[config.mk]
export PLATFORM = sky130hd
export DESIGN_NAME = tx_symbol_scheduler
export DESIGN_NICKNAME = d
export VERILOG_FILES = /design/src/rtl/tx_symbol_scheduler.sv
export SDC_FILE = /design/constraint.sdc
export NUM_CORES = 1
export LEC_CHECK = 0
export ABC_AREA = 1
export ABC_CLOCK_PERIOD_IN_PS = 2110
export CORE_MARGIN = 1.5
export CORE_UTILIZATION = 35
export DETAILED_ROUTE_END_ITERATION = 10
export PLACE_DENSITY_LB_ADDON = 0.2
export SYNTH_ARGS = -nofsm -noshare
export SYNTH_HDL_FRONTEND = slang
export SYNTH_SLANG_ARGS = --single-unit
[constraint.sdc]
create_clock -name BitCLK_10 -period 2.11 [get_ports BitCLK_10]
set_input_delay 0.211 -clock BitCLK_10 [delete_from_list [all_inputs] [get_ports BitCLK_10]]
set_output_delay 0.211 -clock BitCLK_10 [all_outputs]
set_load 0.01 [all_outputs]
[src/rtl/tx_symbol_scheduler.sv]
// rtl/tx_symbol_scheduler.sv - TX symbol scheduler feeding the 8b/10b encoder
// Picks alignment burst, forced comma, user byte or idle K28.5 on every BitCLK_10 edge.
`timescale 1ns/1ps

module tx_symbol_scheduler #(
  parameter int ALIGN_COUNT  = 16,
  parameter int COMMA_PERIOD = 64
) (
  input  logic       BitCLK_10,
  input  logic       Reset,
  input  logic [7:0] user_data,
  input  logic       user_k,
  input  logic       user_valid,
  output logic       user_ready,
  input  logic       train_req,
  output logic [7:0] TxParallel_8,
  output logic       TxDataK,
  output logic       link_ready,
  output logic       err_illegal_k
);

  localparam int AW = (ALIGN_COUNT > 1) ? $clog2(ALIGN_COUNT) : 1;
  localparam int CW = $clog2(COMMA_PERIOD);
  localparam logic [AW-1:0] ALIGN_LAST = AW'(ALIGN_COUNT - 1);
  localparam logic [AW-1:0] ALIGN_ONE  = (ALIGN_COUNT > 1) ? AW'(1) : '0;
  localparam logic [CW-1:0] COMMA_LAST = CW'(COMMA_PERIOD - 1);
  localparam logic [7:0]    K28_5      = 8'hBC;
  localparam logic [7:0]    K30_7      = 8'hFE;

  typedef enum logic {ST_ALIGN, ST_DATA} state_t;

  state_t          state_q, state_d;
  logic [AW-1:0]   align_cnt_q, align_cnt_d;
  logic [CW-1:0]   comp_cnt_q, comp_cnt_d;
  logic [7:0]      tx_data_q, tx_data_d;
  logic            tx_k_q, tx_k_d;
  logic            err_q, err_d;
  logic            insert_due;

  function automatic logic is_legal_k(input logic [7:0] b);
    logic legal;
    case (b)
      8'h1C, 8'h3C, 8'h5C, 8'h7C, 8'h9C, 8'hBC, 8'hDC, 8'hFC,
      8'hF7, 8'hFB, 8'hFD, 8'hFE: legal = 1'b1;
      default:                    legal = 1'b0;
    endcase
    return legal;
  endfunction

  always_ff @(posedge BitCLK_10 or posedge Reset) begin
    if (Reset) begin
      state_q     <= ST_ALIGN;
      align_cnt_q <= '0;
      comp_cnt_q  <= '0;
      tx_data_q   <= K28_5;
      tx_k_q      <= 1'b1;
      err_q       <= 1'b0;
    end else begin
      state_q     <= state_d;
      align_cnt_q <= align_cnt_d;
      comp_cnt_q  <= comp_cnt_d;
      tx_data_q   <= tx_data_d;
      tx_k_q      <= tx_k_d;
      err_q       <= err_d;
    end
  end

  // Every non-user path emits K28.5, so that is the default symbol.
  always_comb begin
    state_d     = state_q;
    align_cnt_d = align_cnt_q;
    comp_cnt_d  = comp_cnt_q;
    tx_data_d   = K28_5;
    tx_k_d      = 1'b1;
    err_d       = 1'b0;
    case (state_q)
      ST_ALIGN: begin
        if (align_cnt_q == ALIGN_LAST) begin
          state_d     = ST_DATA;
          align_cnt_d = '0;
          comp_cnt_d  = '0;
        end else begin
          align_cnt_d = align_cnt_q + 1'b1;
        end
      end
      ST_DATA: begin
        if (train_req) begin
          // The K28.5 emitted on this edge is the first symbol of the new burst.
          state_d     = ST_ALIGN;
          align_cnt_d = ALIGN_ONE;
          comp_cnt_d  = '0;
        end else if (insert_due) begin
          comp_cnt_d = '0;
        end else begin
          if (user_valid && user_ready) begin
            if (user_k && !is_legal_k(user_data)) begin
              tx_data_d = K30_7;
              tx_k_d    = 1'b1;
              err_d     = 1'b1;
            end else begin
              tx_data_d = user_data;
              tx_k_d    = user_k;
            end
          end
          comp_cnt_d = (tx_k_d && (tx_data_d == K28_5)) ? '0 : comp_cnt_q + 1'b1;
        end
      end
      default: state_d = ST_ALIGN;
    endcase
  end

  always_comb begin
    insert_due    = (state_q == ST_DATA) && (comp_cnt_q == COMMA_LAST);
    user_ready    = (state_q == ST_DATA) && !insert_due && !train_req;
    link_ready    = (state_q == ST_DATA);
    TxParallel_8  = tx_data_q;
    TxDataK       = tx_k_q;
    err_illegal_k = err_q;
  end

endmodule

==> impl_metrics.env <==
export IMPL_finalSetupViolations=0
export IMPL_critPathKind="reg2out"
export IMPL_finalClockSkew_ns=0.00569
export IMPL_failing_checks="DRC"
export IMPL_powerDensity_nw_per_um2=817
export IMPL_rsz0062_at_grt="false"
export IMPL_leakage_nw=0.736
export IMPL_global_route_total_usage_across_every_layer_pct=13.4
export IMPL_first_pass_iters=7
export IMPL_yosys_top_cells_area="dfrtp_1, dfstp_2, nand2_1"
export IMPL_floorplan_rows=19
export IMPL_min_period_over_period_pct=94.1
export IMPL_timing_final_ws_setup_ns=0.124
export IMPL_synth_largest_area_cell="dfrtp_1"
export IMPL_yosys_area_top_type_share_pct=35.8
export IMPL_power_total_mw=1.11
export IMPL_synth_main_ff_cell="dfrtp_1"
export IMPL_die_h_um=57.8
export IMPL_tritoncts="done"
export IMPL_nets=166
export IMPL_grt_pass1_vias=839
export IMPL_start_util_pct=37.4
export IMPL_synth_net_count=136
export IMPL_avgSynthCellArea_um2=8.68
export IMPL_tightest_slew_ns=0.277
export IMPL_floorplan_core_area_um2=2810
export IMPL_max_cap_violations=0
export IMPL_clock_power_share_pct=17.4
export IMPL_wire_per_inst_um=11.0
export IMPL_worstPathArrival_ns=1.78
export IMPL_ios=25
export IMPL_combPwrFrac_pct=33.8
export IMPL_cts_hold_buffers_added=0
export IMPL_post_route_cells_drive_above_1_share_pct=16.7
export IMPL_ys_types=23
export IMPL_grt_start_max_net_pins=22
export IMPL_grt_overflow_total=0
export IMPL_place_congestion=0.794
export IMPL_synth_edff_count=0
export IMPL_clk_insertion_delay_late_ns=0.30
export IMPL_total_standard_cell_area_after_synthesis_um2=1050
export IMPL_postSynthCellCount=121
export IMPL_finalNonFillerCells=181
export IMPL_hold_viol_final=0
export IMPL_power_ir_vdd_worst_uv=334
export IMPL_fp_dieArea_um2=3340
export IMPL_power_report_internal_total_mw=0.730
export IMPL_detailedRoute_firstIterationViolations=18
export IMPL_cts_setup_buffers=0
export IMPL_cts_sinks=21
export IMPL_power_frac_seq_pct=48.9
export IMPL_clkTransAtPathRegs_ns=0.12
export IMPL_syn_to_final_growth_pct=29.8
export IMPL_power_switching_mw=0.383
export IMPL_synth_seq_area_share_pct=50.8
export IMPL_final_design_utilization_pct=48.6
export IMPL_cp_end_kind="output port"
export IMPL_warnings_from_yosys=0
export IMPL_postRouteAntennaNets=0
export IMPL_cts_inserted_buffers=3
export IMPL_hp_class="in2async"
export IMPL_global_route_wire_length_before_repair_mm=3.38
export IMPL_die_width_um=57.8
export IMPL_mean_number_of_vias_per_cell=4.48
export IMPL_crit_path_start_kind="flip-flop"
export IMPL_timing_max_slew_rel_slack_pct=81.5
export IMPL_worstPathMaxFanout=4
export IMPL_finalWirelength_mm=1.98
export IMPL_max_clock_path_buffers=2
export IMPL_synth_async_sr_flop_share_pct=100
export IMPL_critPathRequiredTime_ns=1.90
export IMPL_finalWorstPathRequiredPeriod_ns=1.99
export IMPL_antenna_diode_count=0
export IMPL_crit_reg2reg_launch="comp_cnt_q[0]$_DFFE_PP0P_"
export IMPL_cts_htree_levels=1
export IMPL_reg2reg_depth=10
export IMPL_final_setup_tns_ns=0
export IMPL_dr_total_vias=811
export IMPL_grt_antenna_before_repair=0
export IMPL_crit_reg2reg_capture="comp_cnt_q[4]$_DFFE_PP0P_"
export IMPL_slew_viol_final=0
export IMPL_port_buffers=24
export IMPL_synth_most_common_cell="nand2_1"
export IMPL_worst_r2r_setup_slack_ns=0.46
export IMPL_placedCellCount=177
export IMPL_cts_repair_resize_count=0
export IMPL_clk_root_buffer_cell="clkbuf_4"
export IMPL_drc_violations_left=4
export IMPL_switching_share_pct=34.4
export IMPL_dp_hpwl_mm=1.53
export IMPL_synth_ff_latch_count=21
export IMPL_netlist_top_cells_count="nand2_1, inv_1, dfrtp_1"
export IMPL_dpl_ws_ns=0.340
export IMPL_outcome="complete, but fails checks"
export IMPL_max_freq_ghz=0.503
==> how the worst max path moves through the flow <==
stage	startpoint	endpoint	slack (ns)	cells past startpoint
detailed placement	train_req	user_ready	0.34	5
global placement	train_req	user_ready	0.37	5
CTS	comp_cnt_q[0]$_DFFE_PP0P_	user_ready	0.11	5
finish	comp_cnt_q[0]$_DFFE_PP0P_	user_ready	0.12	5
global route	comp_cnt_q[0]$_DFFE_PP0P_	user_ready	0.02	5
floorplan	comp_cnt_q[0]$_DFFE_PP0P_	comp_cnt_q[0]$_DFFE_PP0P_	0.66	10
==> cell families (layout without fill, tap and decap cells) <==
logic type                 Yosys count  count (layout)  synth area share, %
AOI/OAI and AO/OA                    9               9                 6.67
DFF                                 21              21                 50.8
xor gates and xnor gates             4               4                 3.34
adders and majority gates            2               2                 2.38
and+or+nand+nor                     60              60                 27.9
buffers and inverters               25              54                 8.94
==> through the flow <==
stage,area [um^2],hold slack [ns]
3_5_place_dp,1340,0.505
3_3_place_gp,1340,0.494
6_report,1360,0.225
2_1_floorplan,1050,0.183
5_1_grt,1360,0.253
4_1_cts,1360,0.219
==> metal layers <==
| metal | global-route usage [%] | up-vias | wire length, um |
|---|---|---|---|
| li1 | - | 422 | - |
| met1 | 15.3 | 372 | 839 |
| met2 | 23.7 | 15 | 1030 |
| met3 | 2.68 | 2 | 95 |
| met4 | 6.98 | 0 | 19 |
| met5 | 0 | - | 0 |
==> worst max-delay path: stages (launching register included) <==
cell and delay, ns:
dfrtp_1 0.42, ha_1 0.22, nand3_2 0.13, o21ai_4 0.18, inv_1 0.06, clkdlybuf4s50_1 0.47
==> power by group through the flow <==
stage	Clock (mW)	Sequential, mW	Combinational [mW]
floorplan	0	0.546	0.249
global placement	0	0.548	0.369
detailed placement	0	0.551	0.381
CTS	0.206	0.543	0.381
global route	0.227	0.557	0.432
finish	0.193	0.544	0.376
==> state kept, by name, summed over array words and instances, names as in the netlist <==
name,count
link_ready,1
TxParallel_8,8
TxDataK,1
err_illegal_k,1
align_cnt_q,4
comp_cnt_q,6
==> cell usage in the layout, fill, tap and decap left out <==
master	Yosys	layout
o21ai_4	1	1
nor2_2	2	2
o21ai_1	1	1
or2_2	2	2
nor2_1	4	4
buf_4	0	1
nand3_1	5	5
o21ai_0	3	3
nand2_1	39	39
inv_2	2	2
nand2_2	2	2
ha_1	2	2
clkdlybuf4s50_1	0	24
nor2_4	1	1
a22o_1	1	1
nand3_2	3	3
dfrtp_1	15	15
clkbuf_1	0	1
o22ai_1	1	1
dfstp_2	6	6
nor2_8	1	1
inv_1	23	23
a32o_1	1	1
nand3b_1	1	1
clkbuf_4	0	3
o21ai_2	1	1
xor2_1	4	4
==> cell type report <==
cell class | instances | area [um^2]
timing repair buffer | 25 | 248
fill | 291 | 1440
clock buffer | 4 | 26.3
tap | 31 | 38.8
multi-input combinational | 75 | 423
sequential | 21 | 533
inverter | 25 | 93.8
Note: power is estimated with default switching activity, not from simulation.
